[config.mk]
export PLATFORM = sky130hd
export DESIGN_NAME = hazard_controller
export DESIGN_NICKNAME = d
export VERILOG_FILES = /design/src/rtl/hazard_controller.sv
export SDC_FILE = /design/constraint.sdc
export NUM_CORES = 1
export LEC_CHECK = 0
export BUFFER_PORTS_ARGS = -buffer_cell sky130_fd_sc_hd__buf_2
export CORE_MARGIN = 2
export CORE_UTILIZATION = 52
export DETAILED_ROUTE_END_ITERATION = 6
export PLACE_DENSITY = 0.78
export SYNTH_ARGS = -nofsm -noshare
export SYNTH_HDL_FRONTEND = slang
export SYNTH_SLANG_ARGS = --single-unit
export TNS_END_PERCENT = 20
[constraint.sdc]
create_clock -name clk -period 5.65 [get_ports clk]
set_input_delay 0.8475 -clock clk [delete_from_list [all_inputs] [get_ports clk]]
set_output_delay 0.8475 -clock clk [all_outputs]
set_load 0.03 [all_outputs]
[src/rtl/hazard_controller.sv]
// Pipeline hazard controller: load-use interlock, branch flush, data-memory
// wait/timeout handling and stall/flush performance counters.
module hazard_controller #(
  parameter int unsigned MEM_TIMEOUT = 255,
  parameter int unsigned CNT_WIDTH   = 32
) (
  input  logic                 clk,
  input  logic                 rst,
  input  logic [4:0]           idLHSRegisterIndex,
  input  logic [4:0]           idRHSRegisterIndex,
  input  logic                 idUsesLHS,
  input  logic                 idUsesRHS,
  input  logic                 exMemRead,
  input  logic [4:0]           exWriteRegisterIndex,
  input  logic                 exBranchTaken,
  input  logic                 memRequest,
  input  logic                 memReady,
  output logic                 pcDontUpdate,
  output logic                 ifIdDontUpdate,
  output logic                 idExDontUpdate,
  output logic                 exMemDontUpdate,
  output logic                 ifIdFlush,
  output logic                 idExFlush,
  output logic                 memWbBubble,
  output logic [CNT_WIDTH-1:0] stallCycles,
  output logic [CNT_WIDTH-1:0] flushCount,
  output logic                 timeoutError
);

  typedef enum logic [1:0] {
    RUN      = 2'd0,
    MEM_WAIT = 2'd1,
    ERROR    = 2'd2
  } state_e;

  localparam logic [7:0]           TIMEOUT_LIMIT = 8'(MEM_TIMEOUT);
  localparam logic [CNT_WIDTH-1:0] CNT_ONE       = CNT_WIDTH'(1);

  state_e               state_q, state_d;
  logic [7:0]           wait_count_q, wait_count_d;
  logic                 timeout_error_q, timeout_error_d;
  logic [CNT_WIDTH-1:0] stall_cycles_q, stall_cycles_d;
  logic [CNT_WIDTH-1:0] flush_count_q, flush_count_d;

  logic mem_stall;
  logic load_use;
  logic branch_flush;

  // Hazard detection terms
  always_comb begin
    mem_stall = (state_q == MEM_WAIT) ||
                ((state_q == RUN) && memRequest && !memReady);
    load_use  = exMemRead && (exWriteRegisterIndex != 5'd0) &&
                ((idUsesLHS && (idLHSRegisterIndex == exWriteRegisterIndex)) ||
                 (idUsesRHS && (idRHSRegisterIndex == exWriteRegisterIndex)));
  end

  // State, wait counter and sticky error registers
  always_ff @(posedge clk or posedge rst) begin
    if (rst) begin
      state_q         <= RUN;
      wait_count_q    <= '0;
      timeout_error_q <= 1'b0;
    end else begin
      state_q         <= state_d;
      wait_count_q    <= wait_count_d;
      timeout_error_q <= timeout_error_d;
    end
  end

  // Next-state: memory wait tracking and timeout detection
  always_comb begin
    state_d         = state_q;
    wait_count_d    = wait_count_q;
    timeout_error_d = timeout_error_q;
    case (state_q)
      RUN: begin
        if (memRequest && !memReady) begin
          state_d      = MEM_WAIT;
          wait_count_d = 8'd1;
        end
      end
      MEM_WAIT: begin
        if (memReady) begin
          state_d      = RUN;
          wait_count_d = '0;
        end else if (wait_count_q == TIMEOUT_LIMIT) begin
          state_d         = ERROR;
          timeout_error_d = 1'b1;
        end else begin
          wait_count_d = wait_count_q + 8'd1;
        end
      end
      ERROR: begin
        state_d = ERROR;
      end
      default: begin
        state_d      = RUN;
        wait_count_d = '0;
      end
    endcase
  end

  // Control outputs by priority: error/memory stall, branch, load-use
  always_comb begin
    pcDontUpdate    = 1'b0;
    ifIdDontUpdate  = 1'b0;
    idExDontUpdate  = 1'b0;
    exMemDontUpdate = 1'b0;
    ifIdFlush       = 1'b0;
    idExFlush       = 1'b0;
    memWbBubble     = 1'b0;
    branch_flush    = 1'b0;
    if ((state_q == ERROR) || mem_stall) begin
      pcDontUpdate    = 1'b1;
      ifIdDontUpdate  = 1'b1;
      idExDontUpdate  = 1'b1;
      exMemDontUpdate = 1'b1;
      memWbBubble     = 1'b1;
    end else if (exBranchTaken) begin
      ifIdFlush    = 1'b1;
      idExFlush    = 1'b1;
      branch_flush = 1'b1;
    end else if (load_use) begin
      pcDontUpdate   = 1'b1;
      ifIdDontUpdate = 1'b1;
      idExFlush      = 1'b1;
    end
  end

  // Saturating counter next values
  always_comb begin
    stall_cycles_d = stall_cycles_q;
    flush_count_d  = flush_count_q;
    if (pcDontUpdate && (stall_cycles_q != '1)) begin
      stall_cycles_d = stall_cycles_q + CNT_ONE;
    end
    if (branch_flush && (flush_count_q != '1)) begin
      flush_count_d = flush_count_q + CNT_ONE;
    end
  end

  // Performance counter registers
  always_ff @(posedge clk or posedge rst) begin
    if (rst) begin
      stall_cycles_q <= '0;
      flush_count_q  <= '0;
    end else begin
      stall_cycles_q <= stall_cycles_d;
      flush_count_q  <= flush_count_d;
    end
  end

  assign stallCycles  = stall_cycles_q;
  assign flushCount   = flush_count_q;
  assign timeoutError = timeout_error_q;

endmodule

==> summary.md <==
| Metric | Value |
|---|---|
| Outcome | completed |
| DRC Markers | 0 |
| Avg Inst Size Synth | 10.1 sq um |
| Hold Path Sink | timeoutError |
| Antenna diode count | 0 |
| Final nets | 504 |
| Min-delay worst type | reg -> reg |
| Sequential-to-total area share from yosys stat | 0.488 |
| Largest net degree at the start of global routing | 76 |
| Die ar. | 0.00811 sq mm |
| Synth Net Count | 406 |
| Reg-to-reg slack, setup | 3170 ps |
| Multi-input gate area | 0.00187 sq mm |
| Crit-path max cell delay | 550 ps |
| Post_cts resized | 0 |
| I/O pin count | 95 |
| Slew Viols, Final | 0 |
| Unique masters post-synth | 49 |
| CTS root buf | clkbuf_8 |
| Clk slew on worst S/H paths | 70 ps |
| Inserted Clock Buffers | 9 |
| Routed Antenna Nets | 0 |
| Most used DFF post-synth | dfrtp_1 |
| Worst r2r src | stallCycles[13] |
| R2R Path End | stallCycles[1] |
| DR WL/cell | 14.4 um |
| Leak | 0.00244 uW |
| Sum Neg Setup Slack | 0 ps |
| Rows | 31 |
| Top achievable clock speed | 325 MHz |
| Pre-antenna DRT Iters | 4 |
| Final GP Congestion | 0.862 |
| Final Hold Viols | 0 |
| Worst r2r path cells | 5 |
| FF/Latch Area | 0.00188 sq mm |
| Worst hold path depth | 1 |
| Mapped cell area | 0.00385 sq mm |
| Hold_buf cts | 0 |
| Die Ht | 90.0 um |
| Global Route Usage Sum | 0.212 |
| Buf/Inv on CP | 2 |
| Maxcap violations | 0 |
| Post-CTS Setup Repair Bufs | 0 |
| Syn Inst Count | 380 |
| Routed WL | 8350 um |
| Iteration-0 DRC count of the detailed router | 146 |
| Port Buf Inserts | 94 |
| Power Density | 309 mW/mm^2 |
| Antenna violations before repair | 0 |
| Peak supply drop | 0.246 mV |
| Crit start category | primary input |
| Htree depth | 3 |
| Slowest-stage cell, CP | or4_1 |
| CP most frequent cell | buf_2 |
| Crit path cell chain | buf_2 > or4_1 > o21ai_2 > nand2b_1 > o21ai_0 > buf_2 |
| DIE WIDTH | 90.0 um |
| Core ar. | 0.00721 sq mm |
| Arrival @ worst endpoint | 2230 ps |
| Fillers | 621 |
| GRT overflow | 0 |
| Vias/cell | 5.31 |
| CP top delay family | simple AND/OR/NAND/NOR gates |
| CP Capture Type | output port |
| Required @ worst endpoint | 4800 ps |
| Setup ws final | 2570 ps |
| HP Start | timeoutError |
| CP Class | in -> out |
| TritonCTS clock tree | yes |
| Post-synth ARST share | 1.00 |
| Clock Path Buffers | 2 |
| EDFF count, synth | 0 |
| Dpl ws | 2570 ps |
| First-pass GRT wire length | 14000 um |
| DP Wirelength | 6080 um |
| DR vias | 3090 |
| Period utilization | 0.544 |
| Worst slew pin tran | 927 ps |
| Starting Density | 0.533 |
| Clock Latency Late Sink | 350 ps |
| Synthesis-to-finish area growth | 20.5% |
| Vias in the first global route | 3024 |
| CP Max Fanout | 3 |
| TritonCTS Sinks | 75 |
| Post-route minimum period | 3080 ps |
| Relative slew slack | 0.382 |
| Layout cells sized above 1 | 0.261 |
| Setup Viol. Count Final | 0 |
| Register bit total from synthesis | 75 |
| RSZ-0062 raised after global routing | false |
| Yosys Warn Count | 0 |
| Worst Skew | 6.11 ps |
sequential cells by signal, indices dropped and copies added, names as in the netlist:
signal and flops:
flushCount 32, stallCycles 32, state_q 2, timeoutError 1, wait_count_q 8
metal layers:
metal | part of all wire | track usage
met1 | 0.45 | 0.280
met3 | 0.042 | 0.0360
met2 | 0.49 | 0.340
met4 | 0.022 | 0.106
met5 | 0 | 0
worst max path at each step:
stage | start | end | slack [ps] | cells after the start
3_3_place_gp | exWriteRegisterIndex[1] | pcDontUpdate | 2590 | 6
2_1_floorplan | exWriteRegisterIndex[1] | pcDontUpdate | 2350 | 6
4_1_cts | exWriteRegisterIndex[1] | pcDontUpdate | 2560 | 6
3_5_place_dp | exWriteRegisterIndex[1] | pcDontUpdate | 2570 | 6
5_1_grt | exWriteRegisterIndex[1] | pcDontUpdate | 2490 | 6
6_report | exWriteRegisterIndex[1] | pcDontUpdate | 2570 | 6
where the power goes:
part / total (uW) / internal [uW] / switching (uW)
registers: 649 / 582 / 67.2
logic: 282 / 92.4 / 189
clock network: 502 / 306 / 196
stage by stage:
stage | area [sq um] | util | hold slack [ps] | instances | power (uW)
after floorplan | 3850 | - | 468 | 380 | 854
after global placement | 4400 | 0.609 | 447 | 566 | 933
after detailed placement | 4400 | 0.609 | 464 | 566 | 945
after CTS | 4640 | 0.643 | 486 | 582 | 1450
after global routing | 4640 | 0.643 | 503 | 582 | 1500
final | 4640 | 0.643 | 482 | 582 | 1430
layout by cell type, fill, tap and decap left out, types with 4 or more instances in the layout:
| master | n |
|---|---|
| clkbuf_8 | 10 |
| dfrtp_1 | 75 |
| nor3_1 | 18 |
| nor2_1 | 34 |
| nand4_1 | 13 |
| o21ai_0 | 12 |
| nand2_1 | 37 |
| and4_1 | 4 |
| nor4_1 | 5 |
| a21oi_1 | 4 |
| inv_1 | 11 |
| buf_2 | 94 |
| nand3_1 | 26 |
| xnor2_1 | 27 |
| xor2_1 | 46 |
| and3_1 | 13 |
cells by family (layout without fill, tap and decap cells):
group	count (synthesis)	in the layout	share of synthesized area
xor gates and xnor gates	73	73	0.166
DFF	75	75	0.488
muxes	3	3	0.00878
and+or+nand+nor	175	175	0.247
buffers and inverters	20	123	0.0257
AOI/OAI and AO/OA	31	31	0.0549
adders and majority gates	3	3	0.00975
cell usage after synthesis (2+ instances only):
cell        n  share of area
ha_1        3         0.0098
nand4_1    13          0.021
nand2_1    37          0.036
and2_1      3         0.0049
xor2_1     46           0.10
o21ai_0    12          0.016
nor4_4      2          0.011
nand3_1    26          0.034
nor2b_1     2         0.0033
inv_1      12          0.012
nand4bb_1   2         0.0059
nor4_1      5         0.0081
a21oi_1     4         0.0052
and2_0      3         0.0049
nand2b_1    2         0.0033
o21ai_2     3         0.0068
and3_1     13          0.021
nor3_1     18          0.023
mux2_2      2         0.0059
xnor2_1    27          0.061
dfrtp_1    75           0.49
nor2_1     34          0.033
and4_1      4         0.0091
or2_2       2         0.0033
buf_4       4         0.0078
clkbuf_1    2         0.0020
nor3b_1     2         0.0039
worst register-to-register path, cell delays in order, from the launching register on:
cell,delay (ps)
dfrtp_1,460
nand4_1,170
nand4bb_1,450
nor2_2,440
a211o_2,460
mux2_2,390
layout make-up:
cell class / count / share of cell area
repair buffers: 95 / 0.103
multi-input cells: 285 / 0.404
clock buffers: 12 / 0.0313
clock inverters: 4 / 0.0210
inverters: 12 / 0.00971
flip-flops and latches: 75 / 0.405
well taps: 99 / 0.0267
Power figures use the tool's default switching activity.
